### config.mk
export PLATFORM = sky130hd
export DESIGN_NAME = seq_alu
export DESIGN_NICKNAME = d
export VERILOG_FILES = /design/src/rtl/seq_alu.sv
export SDC_FILE = /design/constraint.sdc
export NUM_CORES = 2
export LEC_CHECK = 0
export ABC_AREA = 1
export CAP_MARGIN = 20
export CORE_MARGIN = 4
export CORE_UTILIZATION = 45
export DETAILED_ROUTE_END_ITERATION = 12
export GPL_ROUTABILITY_DRIVEN = 0
export SETUP_SLACK_MARGIN = 0.3
export SLEW_MARGIN = 20
export SYNTH_ARGS = -nofsm -noshare
export SYNTH_HDL_FRONTEND = slang
export SYNTH_SLANG_ARGS = --single-unit
### constraint.sdc
create_clock -name clk -period 27.8 [get_ports clk]
set_input_delay 5.56 -clock clk [delete_from_list [all_inputs] [get_ports clk]]
set_output_delay 5.56 -clock clk [all_outputs]
set_load 0.1 [all_outputs]
### src/rtl/seq_alu.sv
// Registered WIDTH-bit ALU with flags, plus a multi-cycle unsigned shift-add multiply.
// Both the input side and the output side use valid/ready handshakes.
module seq_alu #(
    parameter int  WIDTH = 64,
    localparam int CNT_W = $clog2(WIDTH + 1)
) (
    input  logic             clk,
    input  logic             reset,
    input  logic             in_valid,
    output logic             in_ready,
    input  logic [WIDTH-1:0] A,
    input  logic [WIDTH-1:0] B,
    input  logic [2:0]       sel,
    output logic             out_valid,
    input  logic             out_ready,
    output logic [WIDTH-1:0] result,
    output logic             negative,
    output logic             zero,
    output logic             overflow,
    output logic             carry_out
);

    localparam logic [2:0] OP_PASS = 3'b000;
    localparam logic [2:0] OP_MUL  = 3'b001;
    localparam logic [2:0] OP_ADD  = 3'b010;
    localparam logic [2:0] OP_SUB  = 3'b011;
    localparam logic [2:0] OP_AND  = 3'b100;
    localparam logic [2:0] OP_OR   = 3'b101;
    localparam logic [2:0] OP_XOR  = 3'b110;

    typedef enum logic [1:0] {S_IDLE, S_MUL, S_DONE} state_t;

    state_t               state_q, state_d;
    logic                 out_valid_q, out_valid_d;
    logic [WIDTH-1:0]     result_q, result_d;
    logic                 neg_q, neg_d;
    logic                 zero_q, zero_d;
    logic                 ovf_q, ovf_d;
    logic                 cry_q, cry_d;
    logic [2*WIDTH-1:0]   acc_q, acc_d;
    logic [2*WIDTH-1:0]   mcand_q, mcand_d;
    logic [WIDTH-1:0]     mplier_q, mplier_d;
    logic [CNT_W-1:0]     cnt_q, cnt_d;

    logic                 accept;
    logic                 sub_op;
    logic [WIDTH-1:0]     b_eff;
    logic [WIDTH:0]       sum;
    logic [WIDTH-1:0]     alu_res;
    logic                 alu_ovf;
    logic                 alu_cry;
    logic [2*WIDTH-1:0]   mul_acc;

    assign in_ready = (state_q == S_IDLE) || ((state_q == S_DONE) && out_ready);
    assign accept   = in_valid && in_ready;

    // Subtract is A + ~B + 1, so carry_out=1 means no borrow.
    always_comb begin
        sub_op  = (sel == OP_SUB);
        b_eff   = sub_op ? ~B : B;
        sum     = {1'b0, A} + {1'b0, b_eff} + {{WIDTH{1'b0}}, sub_op};
        alu_res = '0;
        alu_ovf = 1'b0;
        alu_cry = 1'b0;
        case (sel)
            OP_PASS: alu_res = B;
            OP_ADD, OP_SUB: begin
                alu_res = sum[WIDTH-1:0];
                alu_cry = sum[WIDTH];
                alu_ovf = (A[WIDTH-1] == b_eff[WIDTH-1]) && (sum[WIDTH-1] != A[WIDTH-1]);
            end
            OP_AND:  alu_res = A & B;
            OP_OR:   alu_res = A | B;
            OP_XOR:  alu_res = A ^ B;
            default: alu_res = '0;
        endcase
    end

    assign mul_acc = acc_q + (mplier_q[0] ? mcand_q : '0);

    always_comb begin
        state_d     = state_q;
        out_valid_d = out_valid_q;
        result_d    = result_q;
        ovf_d       = ovf_q;
        cry_d       = cry_q;
        acc_d       = acc_q;
        mcand_d     = mcand_q;
        mplier_d    = mplier_q;
        cnt_d       = cnt_q;
        case (state_q)
            S_IDLE, S_DONE: begin
                if (accept) begin
                    if (sel == OP_MUL) begin
                        acc_d       = '0;
                        mcand_d     = {{WIDTH{1'b0}}, A};
                        mplier_d    = B;
                        cnt_d       = CNT_W'(WIDTH);
                        out_valid_d = 1'b0;
                        state_d     = S_MUL;
                    end else begin
                        result_d    = alu_res;
                        ovf_d       = alu_ovf;
                        cry_d       = alu_cry;
                        out_valid_d = 1'b1;
                        state_d     = S_DONE;
                    end
                end else if ((state_q == S_DONE) && out_ready) begin
                    out_valid_d = 1'b0;
                    state_d     = S_IDLE;
                end
            end
            S_MUL: begin
                acc_d    = mul_acc;
                mcand_d  = mcand_q << 1;
                mplier_d = mplier_q >> 1;
                cnt_d    = cnt_q - CNT_W'(1);
                // Final iteration: publish the low half, flag any bits left in the high half.
                if (cnt_q == CNT_W'(1)) begin
                    result_d    = mul_acc[WIDTH-1:0];
                    ovf_d       = |mul_acc[2*WIDTH-1:WIDTH];
                    cry_d       = 1'b0;
                    out_valid_d = 1'b1;
                    state_d     = S_DONE;
                end
            end
            default: state_d = S_IDLE;
        endcase
        neg_d  = result_d[WIDTH-1];
        zero_d = (result_d == '0);
    end

    always_ff @(posedge clk or posedge reset) begin
        if (reset) begin
            state_q     <= S_IDLE;
            out_valid_q <= 1'b0;
            result_q    <= '0;
            neg_q       <= 1'b0;
            zero_q      <= 1'b0;
            ovf_q       <= 1'b0;
            cry_q       <= 1'b0;
            acc_q       <= '0;
            mcand_q     <= '0;
            mplier_q    <= '0;
            cnt_q       <= '0;
        end else begin
            state_q     <= state_d;
            out_valid_q <= out_valid_d;
            result_q    <= result_d;
            neg_q       <= neg_d;
            zero_q      <= zero_d;
            ovf_q       <= ovf_d;
            cry_q       <= cry_d;
            acc_q       <= acc_d;
            mcand_q     <= mcand_d;
            mplier_q    <= mplier_d;
            cnt_q       <= cnt_d;
        end
    end

    assign out_valid = out_valid_q;
    assign result    = result_q;
    assign negative  = neg_q;
    assign zero      = zero_q;
    assign overflow  = ovf_q;
    assign carry_out = cry_q;

endmodule

==> metrics.txt <==
Clock Latency Late Sink=670 ps; clock sink count=between 300 and 400; storage element area=0.00994 mm^2; area growth from synthesis to layout=11.4%; Root Buffer=clkbuf_16; Post-synth EDFFs=0; Post-Syn Nets=7397; post-synthesis sequential area ratio=23.9%; Psw=0.00275 W; Initial Util=45.4%; Setup Buffers After CTS=0; vias per cell=~5.6; final setup violation count=0; area leader, netlist=dfrtp_1; clock share of power=13.9%; async set or reset register ratio after synthesis=100%; Peak Freq=just under 0.08 GHz; share of cells above drive strength 1=4.31%; status=finished clean; Slew headroom=slightly below 30%; DRC Markers=0; post-cts sizing count=0; RSZ-0062 raised after global routing=no; CTS clock-pin slew for the worst setup and hold paths=60 ps; synthesized area=0.0416 mm^2; DRT Pass-1 Iters=9; total number of yosys warnings=0; compound-cell area share of the yosys netlist=14.0%; vias after detailed routing=46200; antenna violations before repair=1; sw frac=between 50% and 60%; total of max-cap violations=0; Pint=0.00210 W; Max clock buf depth=3; CTS Buf Count=51; Flop pwr share=about a fifth; vias in the first global route=43900; top-area cell type share of the netlist area=23.9%; first-pass GRT wire length=268 mm; CTS Hold Bufs=0; dpl hpwl=146 mm; power share of the combinational group=64.8%; pre-CTS setup slack=14860 ps; Total Wirelength=182 mm; top post-synthesis cells by count=nand2_1, inv_1, nor2_1, dfrtp_1, ha_1; power per cell area=105 mW/mm^2; Synth Area in XOR/XNOR=1.89%; synth unique cells=65; most numerous cell in the Yosys netlist=nand2_1; largest net degree at the start of global routing=106; commonest register cell after synthesis=dfrtp_1; Hold Fails Final Rpt=0; Setup WS post-layout=14860 ps; row count=111; clock skew=about 38 ps; synth top area cells=dfrtp_1, nand2_1, inv_1; synthesized instance count=approximately 6900; Sum Neg Setup Slack=0 ps; WHS=489 ps; multiplexer share of the synthesized area=0%; total die area=0.0974 mm^2; H-tree levels=2; Die X=approximately 310 um; Setup CP Type=primary input to output pin; CP required=22240 ps; area of the multi-input gates=0.0259 mm^2; FF+latch count, synth=397; gr usage total=36.2%; crit-path max FO=3; Core Region=between 0.09 and 0.1 mm^2; Final Critical Period=around 13000 ps; element type at the critical path end=output pin; num ports=205; largest family of logic cells by synthesized area=simple AND/OR/NAND/NOR gates; GR Overflow Total=0; CP arrival=7380 ps; Slew @ Worst Pin=1060 ps; worst vdd ir=a little over 70 uV; nets=about 7500; number of routed nets with antenna violations=0; area share of fa/ha/maj cells after synthesis=10.2%; port buffer count=204; LEAKAGE=25.7 nW; initial drt markers=4780; Syn Area/Cell=6.01 um^2; DR WL/cell=22.1 um; Pins Over Slew Limit=0; CTS tree=yes; startpoint types=primary input; fill count=9655; Simple-Gate Fraction of Synth Area=36.1%; Final period util=between 40% and 50%; die height=about 310 um; min-delay worst type=flop to flop
-- final timing paths --
path                            cells past startpoint        start    endpoint  slack [ps]
worst max-delay path                                4    out_ready    in_ready       14860
worst min-delay path                                2    acc_q[26]   acc_q[26]         490
worst max register to register                     22  mplier_q[0]    overflow       21660
worst min register to register                      2    acc_q[26]   acc_q[26]         490
max in group asynchronous                           4        reset  acc_q[124]       20380
min in group asynchronous                           2        reset    acc_q[8]        5450
-- layout make-up --
| cell class | count | share of cell area (%) |
|---|---|---|
| multi-input combinational | 5008 | 55.9 |
| sequential | 397 | 21.4 |
| inverter | 1358 | 11.0 |
| timing repair buffer | 232 | 4.88 |
| tap | 1186 | 3.20 |
| clock buffer | 71 | 3.11 |
| clock inverter | 18 | 0.437 |
| antenna | 1 | 0.00539 |
-- cell usage in the layout, fill, tap and decap left out, types with 22 or more instances in the layout --
cell / instances
clkdlybuf4s50_1: 204
o21ai_0: 223
nor3_1: 34
a221oi_1: 73
nand3b_1: 30
o21bai_1: 23
inv_2: 22
ha_1: 335
a21oi_1: 314
nor2_1: 693
nand3_1: 297
nor2_2: 54
a22o_1: 49
nand4_1: 99
xor2_1: 81
buf_4: 27
nand2_1: 2284
inv_1: 1328
clkbuf_16: 52
dfrtp_1: 396
nand2_2: 37
o22ai_1: 185
-- kinds of logic (layout without fill, tap and decap cells) --
logic type / count (synthesis) / after routing
simple gates: 3622 / 3622
xor+xnor: 90 / 90
other cells: 0 / 1
compound gates: 959 / 959
fa+ha+maj: 337 / 337
buf+inv: 1520 / 1679
flops: 397 / 397
-- metal layers --
layer  track usage [%]  part of all wire (%)
met4              19.1                   6.3
met5                 0                     0
met3              7.23                   9.5
met2              57.4                    44
met1              46.7                    41
-- worst max-delay path, stage by stage --
cell,delay (ps)
clkdlybuf4s50_1,460
inv_1,60
a21oi_2,150
clkdlybuf4s50_1,1150
-- power groups by stage --
stage,combinational (W),clock [W],sequential (W)
after floorplan,0.00187,0,0.00117
after global placement,0.00299,0,0.00103
after detailed placement,0.00302,0,0.00103
after CTS,0.00303,0.000685,0.00103
after global routing,0.00340,0.000708,0.00106
final,0.00315,0.000677,0.00103
-- state kept, by name (all words and copies together) (netlist names) --
| signal | flops |
|---|---|
| negative | 1 |
| carry_out | 1 |
| state_q | 2 |
| result | 63 |
| cnt_q | 7 |
| mcand_q | 128 |
| mplier_q | 64 |
| overflow | 1 |
| acc_q | 128 |
| out_valid | 1 |
| zero | 1 |
-- stage by stage --
step	cell area, um^2	cells	power (W)	utilization [%]
CTS	46400	8270	0.00474	50.6
floorplan	41600	6925	0.00304	-
global placement	44700	8181	0.00402	48.8
finish	46400	8271	0.00485	50.6
global route	46400	8271	0.00517	50.6
detailed placement	44700	8181	0.00405	48.8
No activity file was read; power rests on OpenSTA's default activity.
